### config.mk
export PLATFORM = sky130hd
export DESIGN_NAME = clk_div_multi
export DESIGN_NICKNAME = d
export VERILOG_FILES = /design/src/rtl/clk_div_multi.sv
export SDC_FILE = /design/constraint.sdc
export NUM_CORES = 1
export LEC_CHECK = 0
export ABC_AREA = 1
export CORE_UTILIZATION = 59
export CTS_BUF_LIST = sky130_fd_sc_hd__clkbuf_8 sky130_fd_sc_hd__clkbuf_16
export CTS_CLUSTER_SIZE = 40
export DETAILED_ROUTE_END_ITERATION = 10
export DONT_BUFFER_PORTS = 1
export PLACE_DENSITY = 0.9
export SYNTH_ARGS = -nofsm -noshare
export SYNTH_HDL_FRONTEND = slang
export SYNTH_SLANG_ARGS = --single-unit
### constraint.sdc
create_clock -name clk -period 3.04 [get_ports clk]
set_input_delay 0.912 -clock clk [delete_from_list [all_inputs] [get_ports clk]]
set_output_delay 0.912 -clock clk [all_outputs]
set_load 0.01 [all_outputs]
### src/rtl/clk_div_multi.sv
// Multi-channel programmable tick / divided-clock generator. Divisor and duty
// reloads are shadowed and applied at period boundaries. Optional macro: CLK_DIV_SYNC_RESTART_EN.
module clk_div_multi #(
  parameter int NUM_CH = 4,
  parameter int WIDTH  = 32
) (
  input  logic                    clk,
  input  logic                    rst,
`ifdef CLK_DIV_SYNC_RESTART_EN
  input  logic                    sync_restart,
`endif
  input  logic [NUM_CH-1:0]       en,
  input  logic [NUM_CH-1:0]       mode,
  input  logic [NUM_CH-1:0]       load,
  input  logic [NUM_CH*WIDTH-1:0] k_in,
  input  logic [NUM_CH*WIDTH-1:0] duty_in,
  output logic [NUM_CH-1:0]       tick_out,
  output logic [NUM_CH-1:0]       clk_out,
  output logic [NUM_CH-1:0]       pend
);

  logic restart;
`ifdef CLK_DIV_SYNC_RESTART_EN
  assign restart = sync_restart;
`else
  assign restart = 1'b0;
`endif

  // Terminal count of a period; divisors of 0 and 1 saturate to divide-by-1.
  function automatic logic [WIDTH-1:0] last_count(input logic [WIDTH-1:0] k);
    return (k > WIDTH'(1)) ? k - WIDTH'(1) : '0;
  endfunction

  for (genvar i = 0; i < NUM_CH; i++) begin : g_ch
    logic [WIDTH-1:0] cnt_p0;
    logic [WIDTH-1:0] k_act;
    logic [WIDTH-1:0] duty_act;
    logic [WIDTH-1:0] k_pend;
    logic [WIDTH-1:0] duty_pend;
    logic [WIDTH-1:0] last_p0;
    logic             pend_q;
    logic             at_end_p0;
    logic             wrap_p0;
    logic             take_p0;
    logic             tick_p1;
    logic             sq_p1;

    assign last_p0   = last_count(k_act);
    assign at_end_p0 = (cnt_p0 == last_p0);
    assign wrap_p0   = (cnt_p0 >= last_p0);
    assign take_p0   = pend_q & (restart | ~en[i] | at_end_p0);

    always_ff @(posedge clk or negedge rst) begin
      if (!rst) begin
        cnt_p0    <= '0;
        k_act     <= '0;
        duty_act  <= '0;
        k_pend    <= '0;
        duty_pend <= '0;
        pend_q    <= 1'b0;
        tick_p1   <= 1'b0;
        sq_p1     <= 1'b0;
      end else begin
        // Counter stage p0 -> registered outputs p1
        if (restart) begin
          cnt_p0  <= '0;
          tick_p1 <= 1'b0;
          sq_p1   <= 1'b0;
        end else begin
          tick_p1 <= en[i] & at_end_p0;
          sq_p1   <= en[i] & (mode[i] ? (cnt_p0 < duty_act) : at_end_p0);
          cnt_p0  <= (!en[i] || wrap_p0) ? '0 : cnt_p0 + WIDTH'(1);
        end
        if (take_p0) begin
          k_act    <= k_pend;
          duty_act <= duty_pend;
        end
        // A same-edge load keeps the new values pending after the old ones apply.
        if (load[i] && !restart) begin
          k_pend    <= k_in[i*WIDTH +: WIDTH];
          duty_pend <= duty_in[i*WIDTH +: WIDTH];
          pend_q    <= 1'b1;
        end else if (take_p0) begin
          pend_q    <= 1'b0;
        end
      end
    end

    assign tick_out[i] = tick_p1;
    assign clk_out[i]  = sq_p1;
    assign pend[i]     = pend_q;
  end

endmodule

==> results.md <==
- Status: complete, but fails checks
- Failing checks: slew limit, setup timing
- Largest net degree at the start of global routing: 606
- Final instance area: 0.04510 sq mm
- Share of layout cells above drive strength 1: 22.21%
- Start of the worst register-to-register path: g_ch[2].k_act[1]$_DFFE_PN0P_
- Placed Area: 0.03963 sq mm
- Crit start category: input port
- Vias: 33.24k
- Gr usage total: 29.27%
- RSZ-0062 raised after global routing: true
- Final WL: 108.2 mm
- Cell Area, Synth: 0.03831 sq mm
- Worst hold path type: input port to asynchronous set/reset pin
- Final worst path period share: 114.8%
- First-pass GRT wire length: 156.1 mm
- # IOs: 282
- Final Max Slew Viols: 505
- Power density cells: 527.3 mW/mm^2
- DR vias/cell: 5.696
- Crit Path Max Fanout: 605
- Syn_area_per_cell: 8.122 sq um
- Nets: 5465
- Initial DRC count: 3345
- Setup Viol. Count Final: 377
- Drt first pass iters: 6
- Worst-Skew Late Latency: 0.62 ns
- Worst EP arrival: 2.95 ns
- Routed Antenna Nets: 0
- Std cell rows: 93
- CP required: 2.50 ns
- Reg2reg end: g_ch[2].k_act[2]$_DFFE_PN0P_
- Worst slew pin tran: 4.111 ns
- GPL Wtd Cong: 0.9463
- Cell count after placement: 5590
- Kind of critical path: input port to asynchronous set/reset pin
- LEAKAGE: 22.07 nW
- Per-cell routed wire length: 18.55 um
- Synth Register Bits: 652
- Cells on worst reg2reg path: 19
- Final hold violations: 0
- CTS Buf Count: 71
- Post-DP HPWL: 68.68 mm
- Area grow syn2layout: 17.73%
- Yosys warns: 0
- Vias in the first global route: 31.08k
- Die H: 256.8 um
- Die Wd: 256.8 um
- Synth unique cells: 43
- Fin worst setup slack: -0.4492 ns
- Port Buffers: 0
- Max Clock Skew: 0.02535 ns
- Drt drc: 0
- Initial antenna violation count: 6
- Highest clock rate: 286.6 MHz
- Total gr overflow: 0
- Core Region: 0.06435 sq mm
- DIE AREA: 0.06595 sq mm
- Tot Pwr: 0.02378 W
- Gate Count Post-Synth: 4716
- Cell Count, Final, Fillers Out: 5836
- Worst slew margin: -174.0%
- Max-Cap Viols: 0
- Reg2reg setup slack: -0.23 ns
- Root Driver: clkbuf_16
- Fillers: 4447
- Syn Nets: 5250
- Fin Setup TNS: -36.78 ns
- TritonCTS clock tree: yes
- Worst setup startpoint: rst
- Setup crit end kind: asynchronous set/reset pin
- VDD IR max: 0.6728 mV
- H-tree depth: 3
- CTS sink cnt: 652
- Clk slew on worst S/H paths: 0.06 ns
- Seq/Total Area, Yosys: 42.59%
- Crit path time final: 3.489 ns
- Initial Util: 59.53%
- Maximum clock insertion buffer count: 3
==> cells by family after synthesis <==
group / after synthesis / synth area share (%)
compound gates: 763 / 12.89
flops: 652 / 42.59
xor+xnor: 116 / 2.652
simple gates: 2105 / 23.55
buf+inv: 816 / 9.698
fa+ha+maj: 264 / 8.623
==> routing by layer <==
metal | global-route usage [%] | vias to the layer above | part of all wire (%)
li1 | - | 15454 | -
met1 | 38.10 | 15926 | 40
met2 | 49.23 | 1466 | 48
met3 | 4.903 | 384 | 7.4
met4 | 10.42 | 10 | 4.3
met5 | 0 | - | 0.064
==> final cells by class <==
cell class,count,area [sq um],share of cell area [%]
Tap cell,855,1070,2.372
Inverter,671,2524,5.596
Clock inverter,38,254.0,0.5632
Antenna cell,1,2.502,0.005549
Clock buffer,84,1956,4.336
Multi-Input combinational cell,3253,19870,44.05
Timing Repair Buffer,282,3080,6.831
Sequential cell,652,16350,36.24
==> synth_stat cells (all sizes together) <==
master | n | area [sq um]
a31oi | 3 | 18.77
xnor2 | 39 | 341.6
dfrtp | 652 | 16320
o2111ai | 1 | 8.760
nand3 | 185 | 1016
nor4 | 3 | 18.77
nor3b | 7 | 52.55
a21o | 4 | 30.03
nand3b | 10 | 75.07
and2 | 1 | 6.260
or2 | 25 | 156.4
nor2 | 508 | 2057
nor3 | 109 | 651.9
buf | 93 | 1001
clkbuf | 52 | 195.2
nand4 | 51 | 319.1
nand2 | 1202 | 4642
o211ai | 17 | 155.2
a21oi | 128 | 640.6
inv | 671 | 2519
o21a | 13 | 97.59
xor2 | 77 | 674.4
and3 | 4 | 25.02
a31o | 6 | 52.55
ha | 264 | 3303
o21bai | 10 | 78.82
o21ai | 581 | 3854
==> flip-flops by register name, indices dropped and copies added, names as in the netlist <==
name	cells
g_ch.tick_p1	4
g_ch.pend_q	4
g_ch.k_act	128
g_ch.cnt_p0	128
g_ch.duty_act	128
g_ch.k_pend	128
g_ch.duty_pend	128
g_ch.sq_p1	4
==> worst max path at each step <==
stage / end / slack (ns) / cells past startpoint
floorplan: g_ch[2].k_act[0]$_DFFE_PN0P_ / 0.18 / 21
global placement: g_ch[0].k_act[1]$_DFFE_PN0P_ / -0.14 / 20
detailed placement: g_ch[0].k_act[1]$_DFFE_PN0P_ / -0.14 / 19
CTS: g_ch[3].k_act[11]$_DFFE_PN0P_ / -0.02 / 21
global route: g_ch[2].k_act[21]$_DFFE_PN0P_ / -0.34 / 21
finish: g_ch[0].k_act[3]$_DFFE_PN0P_ / -0.45 / 0
==> report_power, final <==
part | leakage [nW] | internal (W) | switching [W]
combinational | 12.7 | 0.00212 | 0.00304
sequential | 8.22 | 0.00952 | 0.000735
clock | 1.15 | 0.00468 | 0.00369
total | 22.1 | 0.0163 | 0.00746
==> through the flow <==
stage,setup WS (ns),hold slack (ns),utilization (%)
final,-0.4492,0.04569,70.09
after global routing,-0.3358,0.01241,70.09
after CTS,-0.02159,0.007771,65.96
after detailed placement,-0.1381,0.4671,61.58
after global placement,-0.1382,0.4654,61.58
after floorplan,0.1764,0.4523,-
==> cell usage in the layout, fill, tap and decap left out, types with 9 or more instances in the layout <==
master     count
nand2_1     1048
inv_1        660
dfrtp_1      628
nor2_1       368
o21ai_0      314
o21ai_2      258
ha_1         248
buf_4        201
nand3_1      151
a21oi_1      125
clkbuf_16     96
nand2_2       95
nor2_2        92
nor3_1        87
xor2_1        77
nand2_4       54
nand4_1       51
nor2_4        48
xnor2_1       38
inv_2         25
or2_2         24
nand3_2       24
buf_6         24
dfrtp_2       24
buf_12        16
o211ai_1      15
ha_4          15
o21a_1        13
clkbuf_8      13
nor3_2        12
nor3_4        10
nand3b_1      10
nand3_4       10
nand2_8       10
buf_16        10
o21ai_1        9
clkinv_2       9
==> what timing repair did <==
action	in CTS	in global routing
cloned	4	43
setup endpoints to repair	276	389
gates resized for setup	86	392
setup buffers	27	49
pin swaps	22	93
hold endpoints to repair	48	0
hold buffers	1	0
No activity file was read; power rests on OpenSTA's default activity.
